## src/rtl/fifo_pkg.sv

```systemverilog
`default_nettype none
// ============================================================================
//  Module      : fifo_pkg
//  Description : Shared FIFO helpers: Gray/binary pointer conversion and the
//                depth derivation used by both write and read controllers.
//  Revision    : 1.0 - initial release
// ============================================================================
package fifo_pkg;

  // Widest pointer the helpers handle; callers zero-extend and truncate.
  localparam int c_PTR_MAX_W = 32;

  // FIFO depth for a given address width.
  function automatic int unsigned fifo_depth(input int unsigned aw);
    return 32'd1 << aw;
  endfunction

  // Binary to reflected Gray code.
  function automatic logic [c_PTR_MAX_W-1:0] bin2gray(input logic [c_PTR_MAX_W-1:0] b);
    return b ^ (b >> 1);
  endfunction

  // Reflected Gray code to binary (prefix XOR from the MSB down).
  function automatic logic [c_PTR_MAX_W-1:0] gray2bin(input logic [c_PTR_MAX_W-1:0] g);
    logic [c_PTR_MAX_W-1:0] b;
    b[c_PTR_MAX_W-1] = g[c_PTR_MAX_W-1];
    for (int i = c_PTR_MAX_W - 2; i >= 0; i--) begin
      b[i] = b[i+1] ^ g[i];
    end
    return b;
  endfunction

endpackage : fifo_pkg
`default_nettype wire

```

## src/rtl/cdc_sync.sv

```systemverilog
`default_nettype none
// ============================================================================
//  Module      : cdc_sync
//  Description : Two-flop bus synchronizer. Only safe for buses where at most
//                one bit changes per source clock (e.g. Gray pointers).
//  Revision    : 1.0 - initial release
// ============================================================================
module cdc_sync #(
  parameter int WIDTH = 5
) (
  input  logic             clk,
  input  logic             rst,
  input  logic [WIDTH-1:0] i_d,
  output logic [WIDTH-1:0] o_q
);

  // The input feeds the first stage directly; no logic in front of it.
  (* ASYNC_REG = "TRUE" *) logic [WIDTH-1:0] r_meta;
  (* ASYNC_REG = "TRUE" *) logic [WIDTH-1:0] r_sync;

  // Two back-to-back capture stages to resolve metastability.
  always_ff @(posedge clk) begin
    if (rst) begin
      r_meta <= '0;
      r_sync <= '0;
    end else begin
      r_meta <= i_d;
      r_sync <= r_meta;
    end
  end

  assign o_q = r_sync;

endmodule : cdc_sync
`default_nettype wire

```

## src/rtl/fifo_wr_ctrl.sv

```systemverilog
`default_nettype none
// ============================================================================
//  Module      : fifo_wr_ctrl
//  Description : Write-side controller of an async FIFO. Keeps the binary and
//                Gray write pointers, synchronizes the read Gray pointer and
//                produces registered full / almost_full / level flags plus a
//                sticky overflow indicator.
//  Revision    : 1.0 - initial release
// ============================================================================
module fifo_wr_ctrl
  import fifo_pkg::*;
#(
  parameter int AW        = 4,
  parameter int AF_MARGIN = 2
) (
  input  logic          clk,
  input  logic          rst,
  input  logic          wr_en,
  input  logic [AW:0]   rd_gray_async,
  output logic          wr_accept,
  output logic [AW-1:0] wr_addr,
  output logic [AW:0]   wr_gray,
  output logic          full,
  output logic          almost_full,
  output logic [AW:0]   wr_level,
  output logic          overflow
);

  localparam int             c_PTR_W     = AW + 1;
  localparam int             c_LVL_W     = AW + 2;
  localparam logic [AW+1:0]  c_DEPTH     = c_LVL_W'(fifo_depth(AW));
  localparam logic [AW+1:0]  c_AF_MARGIN = c_LVL_W'(AF_MARGIN);

  // Registered state
  logic [AW:0] r_wr_bin;
  logic [AW:0] r_wr_gray;
  logic        r_full;
  logic        r_almost_full;
  logic [AW:0] r_level;
  logic        r_overflow;

  // Combinational next-state
  logic          w_accept;
  logic [AW:0]   w_wr_bin_next;
  logic [AW:0]   w_wr_gray_next;
  logic [AW:0]   w_rd_gray_s;
  logic [AW:0]   w_rd_bin_s;
  logic [AW:0]   w_level_next;
  logic [AW+1:0] w_free_next;
  logic          w_full_next;
  logic          w_almost_full_next;

  cdc_sync #(
    .WIDTH (c_PTR_W)
  ) u_rd_sync (
    .clk (clk),
    .rst (rst),
    .i_d (rd_gray_async),
    .o_q (w_rd_gray_s)
  );

  // Next pointer and flag values; a write and a read advance seen in the same
  // cycle are both folded into one level computation.
  always_comb begin
    w_accept           = wr_en & ~r_full & ~rst;
    w_wr_bin_next      = r_wr_bin + {{AW{1'b0}}, w_accept};
    w_wr_gray_next     = c_PTR_W'(bin2gray(32'(w_wr_bin_next)));
    w_rd_bin_s         = c_PTR_W'(gray2bin(32'(w_rd_gray_s)));
    w_level_next       = w_wr_bin_next - w_rd_bin_s;
    w_free_next        = c_DEPTH - {1'b0, w_level_next};
    // Full when the write pointer is exactly one lap ahead of the read pointer;
    // in Gray code that is the top two bits inverted, the rest equal.
    w_full_next        = (w_wr_gray_next ==
                          {~w_rd_gray_s[AW:AW-1], w_rd_gray_s[AW-2:0]});
    w_almost_full_next = (w_free_next <= c_AF_MARGIN);
  end

  // All write-domain state; overflow is sticky until reset.
  always_ff @(posedge clk) begin
    if (rst) begin
      r_wr_bin      <= '0;
      r_wr_gray     <= '0;
      r_full        <= 1'b0;
      r_almost_full <= 1'b0;
      r_level       <= '0;
      r_overflow    <= 1'b0;
    end else begin
      r_wr_bin      <= w_wr_bin_next;
      r_wr_gray     <= w_wr_gray_next;
      r_full        <= w_full_next;
      r_almost_full <= w_almost_full_next;
      r_level       <= w_level_next;
      if (wr_en && r_full) begin
        r_overflow <= 1'b1;
      end
    end
  end

  assign wr_accept   = w_accept;
  assign wr_addr     = r_wr_bin[AW-1:0];
  assign wr_gray     = r_wr_gray;
  assign full        = r_full;
  assign almost_full = r_almost_full;
  assign wr_level    = r_level;
  assign overflow    = r_overflow;

endmodule : fifo_wr_ctrl
`default_nettype wire

```

## config.mk

```make
export PLATFORM = sky130hd
export DESIGN_NAME = fifo_wr_ctrl
export DESIGN_NICKNAME = d
export VERILOG_FILES = /design/src/rtl/fifo_pkg.sv /design/src/rtl/cdc_sync.sv /design/src/rtl/fifo_wr_ctrl.sv
export SDC_FILE = /design/constraint.sdc
export NUM_CORES = 1
export LEC_CHECK = 0
export ABC_AREA = 1
export CAP_MARGIN = 5
export CORE_UTILIZATION = 53
export CTS_BUF_LIST = sky130_fd_sc_hd__clkbuf_2 sky130_fd_sc_hd__clkbuf_4 sky130_fd_sc_hd__clkbuf_8
export DETAILED_ROUTE_END_ITERATION = 10
export GPL_ROUTABILITY_DRIVEN = 0
export PLACE_DENSITY = 0.8
export SETUP_SLACK_MARGIN = 0.2
export SYNTH_ARGS = -nofsm -noshare
export SYNTH_HDL_FRONTEND = slang
export SYNTH_SLANG_ARGS = --single-unit
```

## constraint.sdc

```tcl
create_clock -name clk -period 3.1 [get_ports clk]
set_input_delay 0.465 -clock clk [delete_from_list [all_inputs] [get_ports clk]]
set_output_delay 0.465 -clock clk [all_outputs]
set_load 0.03 [all_outputs]
```

Word-level counts from Yosys, hierarchy flattened. Index checks and enable logic that the tools add are counted.

Bitwise operators: 10. Equality and inequality tests: 1. Add/sub/neg operators: 3. Order comparisons: 1. Reduce and logical (&&, ||, !) cells: 1.

Operators by type and width (count): $le 6x2->1 const B (1); $sub 5x5->6 const A (1); $add 5x1->5 (1); $eq 5x5->1 (1); $sub 5x5->5 (1); $xor 5x4->5 (1); $xor 1x1->1 (4); $and 1x1->1 (2); $not 1->1 (2); $not 2->2 (1); $logic_and 1x1->1 (1).

Output and inout port bits: 18. Input port bits: 8. Register bits: 28. Word-level logic and storage cells: 24.

Longest topological paths before layout.
Word-level depth: 7. Depth in mapped cells: 20. Mapped depth without buffers: 20.

By module. From an unflattened synthesis, not the netlist that was laid out.

Cell total of the unflattened synthesis: 177. Area total of the unflattened synthesis: 1387.6 µm².

By module, submodules not included: fifo_wr_ctrl (cells each 146, area each 1101.1 µm², times used 1, seq. area each 340.3 µm²); cdc_sync (cells each 31, area each 286.5 µm², times used 1, seq. area each 200.2 µm²).

Least setup slack after synthesis. OpenSTA, ideal clock, no wires.

Path kind: input to register. From: in rst. To: reg r_almost_full (netlist: almost_full). Stages: 15. Data arrival time: 3.334 ns. Library setup time: 0.064 ns. Slack: -0.298 ns. Buffers on the path: 1. Required time: 3.036 ns. Path through: clkbuf_1 > nor3b_1 > ha_1 > ha_1 > inv_1 > nand3_1 > and2_1 > ha_1 > inv_1 > ha_1 > a21oi_1 > nand2_1 > inv_1 > nand2_1 > nor2_1.

Longest elaborated chain between the ends: 6.

Ends and longest elaborated chain: start, declared (RTL line fifo_wr_ctrl.sv:17) `input logic rst,`; $not 1->1 (RTL line fifo_wr_ctrl.sv:65) `w_accept = wr_en & ~r_full & ~rst;`; $and 1x1->1 (RTL line fifo_wr_ctrl.sv:65); net wr_accept (RTL line fifo_wr_ctrl.sv:20) `output logic wr_accept,`; $add 5x1->5 (RTL line fifo_wr_ctrl.sv:66) `w_wr_bin_next = r_wr_bin + {{AW{1'b0}}, w_accept};`; $sub 5x5->5 (RTL line fifo_wr_ctrl.sv:69) `w_level_next = w_wr_bin_next - w_rd_bin_s;`; net w_level_next[1] (RTL line fifo_wr_ctrl.sv:48) `logic [AW:0] w_level_next;`; $sub 5x5->6 (RTL line fifo_wr_ctrl.sv:70) `w_free_next = c_DEPTH - {1'b0, w_level_next};`; $le 6x2->1 (RTL line fifo_wr_ctrl.sv:75) `w_almost_full_next = (w_free_next <= c_AF_MARGIN);`; end signal, assigned (RTL line fifo_wr_ctrl.sv:91) `r_almost_full <= w_almost_full_next;`; end, declared (RTL line fifo_wr_ctrl.sv:38) `logic r_almost_full;`.

The timed path passes the listed nets, and every way through them passes these cells. A chain may end at the register's enable or synchronous reset.

Worst setup path in the final report.
From: in wr_en. To: reg r_almost_full (netlist: almost_full).

Longest elaborated chain between the ends: 6.

Ends and longest elaborated chain: start, declared (RTL line fifo_wr_ctrl.sv:18) `input logic wr_en,`; $and 1x1->1 (2 in a row) (RTL line fifo_wr_ctrl.sv:65); $add 5x1->5 (RTL line fifo_wr_ctrl.sv:66); $sub 5x5->5 (RTL line fifo_wr_ctrl.sv:69); net w_level_next[1] (RTL line fifo_wr_ctrl.sv:48); $sub 5x5->6 (RTL line fifo_wr_ctrl.sv:70); $le 6x2->1 (RTL line fifo_wr_ctrl.sv:75).

The timed path passes the listed nets, and every way through them passes these cells.

==> metrics.md <==
| Metric | Value |
|---|---|
| Final WL | `2709 µm` |
| Synth-to-Final Area Change | `25.29%` |
| Final setup fails | `0` |
| Clock period minus worst slack | `2.709 ns` |
| Crit path DAT | `3.00 ns` |
| Pin slew with the least headroom to its limit | `0.3236 ns` |
| Outcome | `complete, no violations` |
| First-pass GRT wire length | `4457 µm` |
| TritonCTS buffer count | `3` |
| Synth Area per Inst | `7.797 µm²` |
| Clk_lat worst skew | `0.33 ns` |
| Post-CTS setup buffer count | `0` |
| Crit path kind | `input port to flip-flop` |
| Top cells by count, synth | `inv_1 (28), dfxtp_1 (27), nor2_1 (27), nand2_1 (24), nand2_2 (12)` |
| Synthesized Nets | `194` |
| Nets | `224` |
| Worst EP required | `3.39 ns` |
| Antenna Violating Nets Remaining | `0` |
| Largest net degree at the start of global routing | `28` |
| Clock Pin Slew Worst Setup and Hold Paths | `0.15 ns` |
| Setup TNS | `0 ns` |
| Initial DRC Count | `19` |
| Slew Limit Fails | `0` |
| Vias in the first global route | `1,093` |
| Final Hold Fails | `0` |
| Via Count | `1,144` |
| Share of the clock period used by the worst path | `87.38%` |
| FFs w/ async S/R, synth | `0%` |
| Slew margin rel. | `78.36%` |
| PortBufs | `25` |
| Initial core utilization | `55.71%` |
| Worst clock skew | `0.0006092 ns` |
| Mapped Area | `0.001380 mm²` |
| Drt wl/cell | `11.48 µm` |
| Post-synthesis sequential area ratio | `39.17%` |
| DIE AREA | `0.002812 mm²` |
| Leak | `0.8079 nW` |
| Gr usage total | `22.34%` |
| Die Wd | `53.03 µm` |
| Total congestion overflow | `0` |
| Register bit total from synthesis | `27` |
| Core area | `0.002477 mm²` |
| ANT cells | `0` |
| Startpoint Class | `input port` |
| Clock root cell | `clkbuf_4` |
| # rows | `18` |
| Main synth FF type | `dfxtp_1` |
| Post-Synthesis Cells | `177` |
| Leading area contributor after synthesis | `dfxtp_1` |
| Count leader, synth | `inv_1` |
| Type of the most critical hold path | `flip-flop to flip-flop` |
| Synth warn | `0` |
| Number of H-tree levels | `1` |
| # DRC | `0` |
| Netlist cell types | `27` |
| Clock buffer depth | `2` |
| CTS tree | `built` |
| Die Y | `53.03 µm` |
| Area contributors post-synth | `dfxtp_1 (39%), ha_1 (8.2%), inv_1 (7.6%)` |
| Power Density | `457.2 mW/mm²` |
| Num ports | `26` |
| CTS Sinks | `27` |
| Maxcap violations | `0` |
| Vias per cell | `4.847` |
| Crit end category | `flip-flop` |
| Maximum VDD drop | `0.4554 mV` |
| Share of cells above drive strength 1 | `17.48%` |
| Fmax achieved | `0.3692 GHz` |
| Post-synth top area share | `39.17%` |
| Worst Hold Margin | `0.4136 ns` |
| Post-synth EDFFs | `0` |
| DR pass1 iterations | `4` |
| Hold Buf Count CTS | `0` |
| Initial antenna violation count | `0` |
| RSZ-0062 raised after global routing | `no` |
| CP Max Fanout | `3` |
| Detail Placement HPWL | `2176 µm` |
[critical path, stage by stage]
cell,delay (ns)
clkdlybuf4s50_1,0.48
nor3b_4,0.20
ha_1,0.17
ha_1,0.24
inv_1,0.10
nand3_1,0.12
and2_1,0.18
ha_1,0.33
inv_2,0.08
ha_2,0.27
a21oi_1,0.14
nand2_1,0.06
inv_1,0.04
nand2_1,0.04
nor2_1,0.07
[registers in the layout (all words and copies together) (netlist names)]
register / count
wr_gray: 4
r_wr_bin: 5
full: 1
u_rd_sync.o_q: 5
wr_level: 5
overflow: 1
u_rd_sync.r_meta: 5
almost_full: 1
[layer usage]
| metal | GRT usage (%) | share of wire, % |
|---|---|---|
| met1 | 22.34 | 42 |
| met2 | 42.83 | 51 |
| met3 | 4.598 | 3.7 |
| met4 | 10.96 | 2.8 |
| met5 | 0 | 0 |
[placed cells by master, fill, tap and decap left out, types with 2 or more instances in the layout]
cell type,synthesis,routed
clkdlybuf4s50_1,0,24
inv_2,3,4
clkbuf_4,0,3
buf_4,0,3
inv_1,28,27
dfxtp_1,27,27
xor2_2,2,2
xor2_1,7,7
nor2_1,27,27
a21oi_1,6,5
nand3_1,11,11
nand2_1,24,24
nand2_2,12,12
ha_1,9,8
nand3_2,4,4
[where the power goes]
| group | internal, mW | switching (mW) |
|---|---|---|
| Combinational | 0.102 | 0.149 |
| Sequential | 0.370 | 0.00895 |
| Clock | 0.0495 | 0.111 |
[final timing paths]
path                                  startpoint                     endpoint  slack [ns]  cells past startpoint
setup reg to reg                 full$_SDFF_PP0_       almost_full$_SDFF_PP0_        0.61                     14
setup / recovery                           wr_en       almost_full$_SDFF_PP0_        0.39                     15
hold reg to reg   u_rd_sync.r_meta[4]$_SDFF_PP0_  u_rd_sync.o_q[4]$_SDFF_PP0_        0.41                      2
hold / removal    u_rd_sync.r_meta[4]$_SDFF_PP0_  u_rd_sync.o_q[4]$_SDFF_PP0_        0.41                      2
[layout make-up]
class                   count  area [µm²]
multi-input cells         116       729.5
repair buffers             28       275.3
inverters                  31       116.4
well taps                  30       37.54
clock inverters             1       7.507
clock buffers               3       22.52
flip-flops and latches     27       540.5
fillers                   198       748.2
[cells by family after synthesis]
| kind of cell | after synthesis | share of synthesized area, % |
|---|---|---|
| adders and majority gates | 9 | 8.160 |
| xor gates and xnor gates | 10 | 7.434 |
| DFF | 27 | 39.17 |
| buffers and inverters | 34 | 9.247 |
| and+or+nand+nor | 88 | 32.37 |
| AOI/OAI and AO/OA | 9 | 3.627 |
[through the flow]
step	setup slack [ns]	cells	util (%)	instance area, µm²	total power, mW
global placement	0.08331	232	68.23	1690	0.6238
global route	0.2029	236	69.80	1729	0.8393
finish	0.3912	236	69.80	1729	0.7906
detailed placement	0.01532	232	68.23	1690	0.6346
floorplan	0.2229	177	-	1391	0.5596
CTS	0.3549	236	69.44	1720	0.7901
[timing repair]
item	in CTS	in global routing
hold endpoints to repair	0	0
setup endpoints to repair	0	1
resized for setup	0	4
Power figures use the tool's default switching activity.
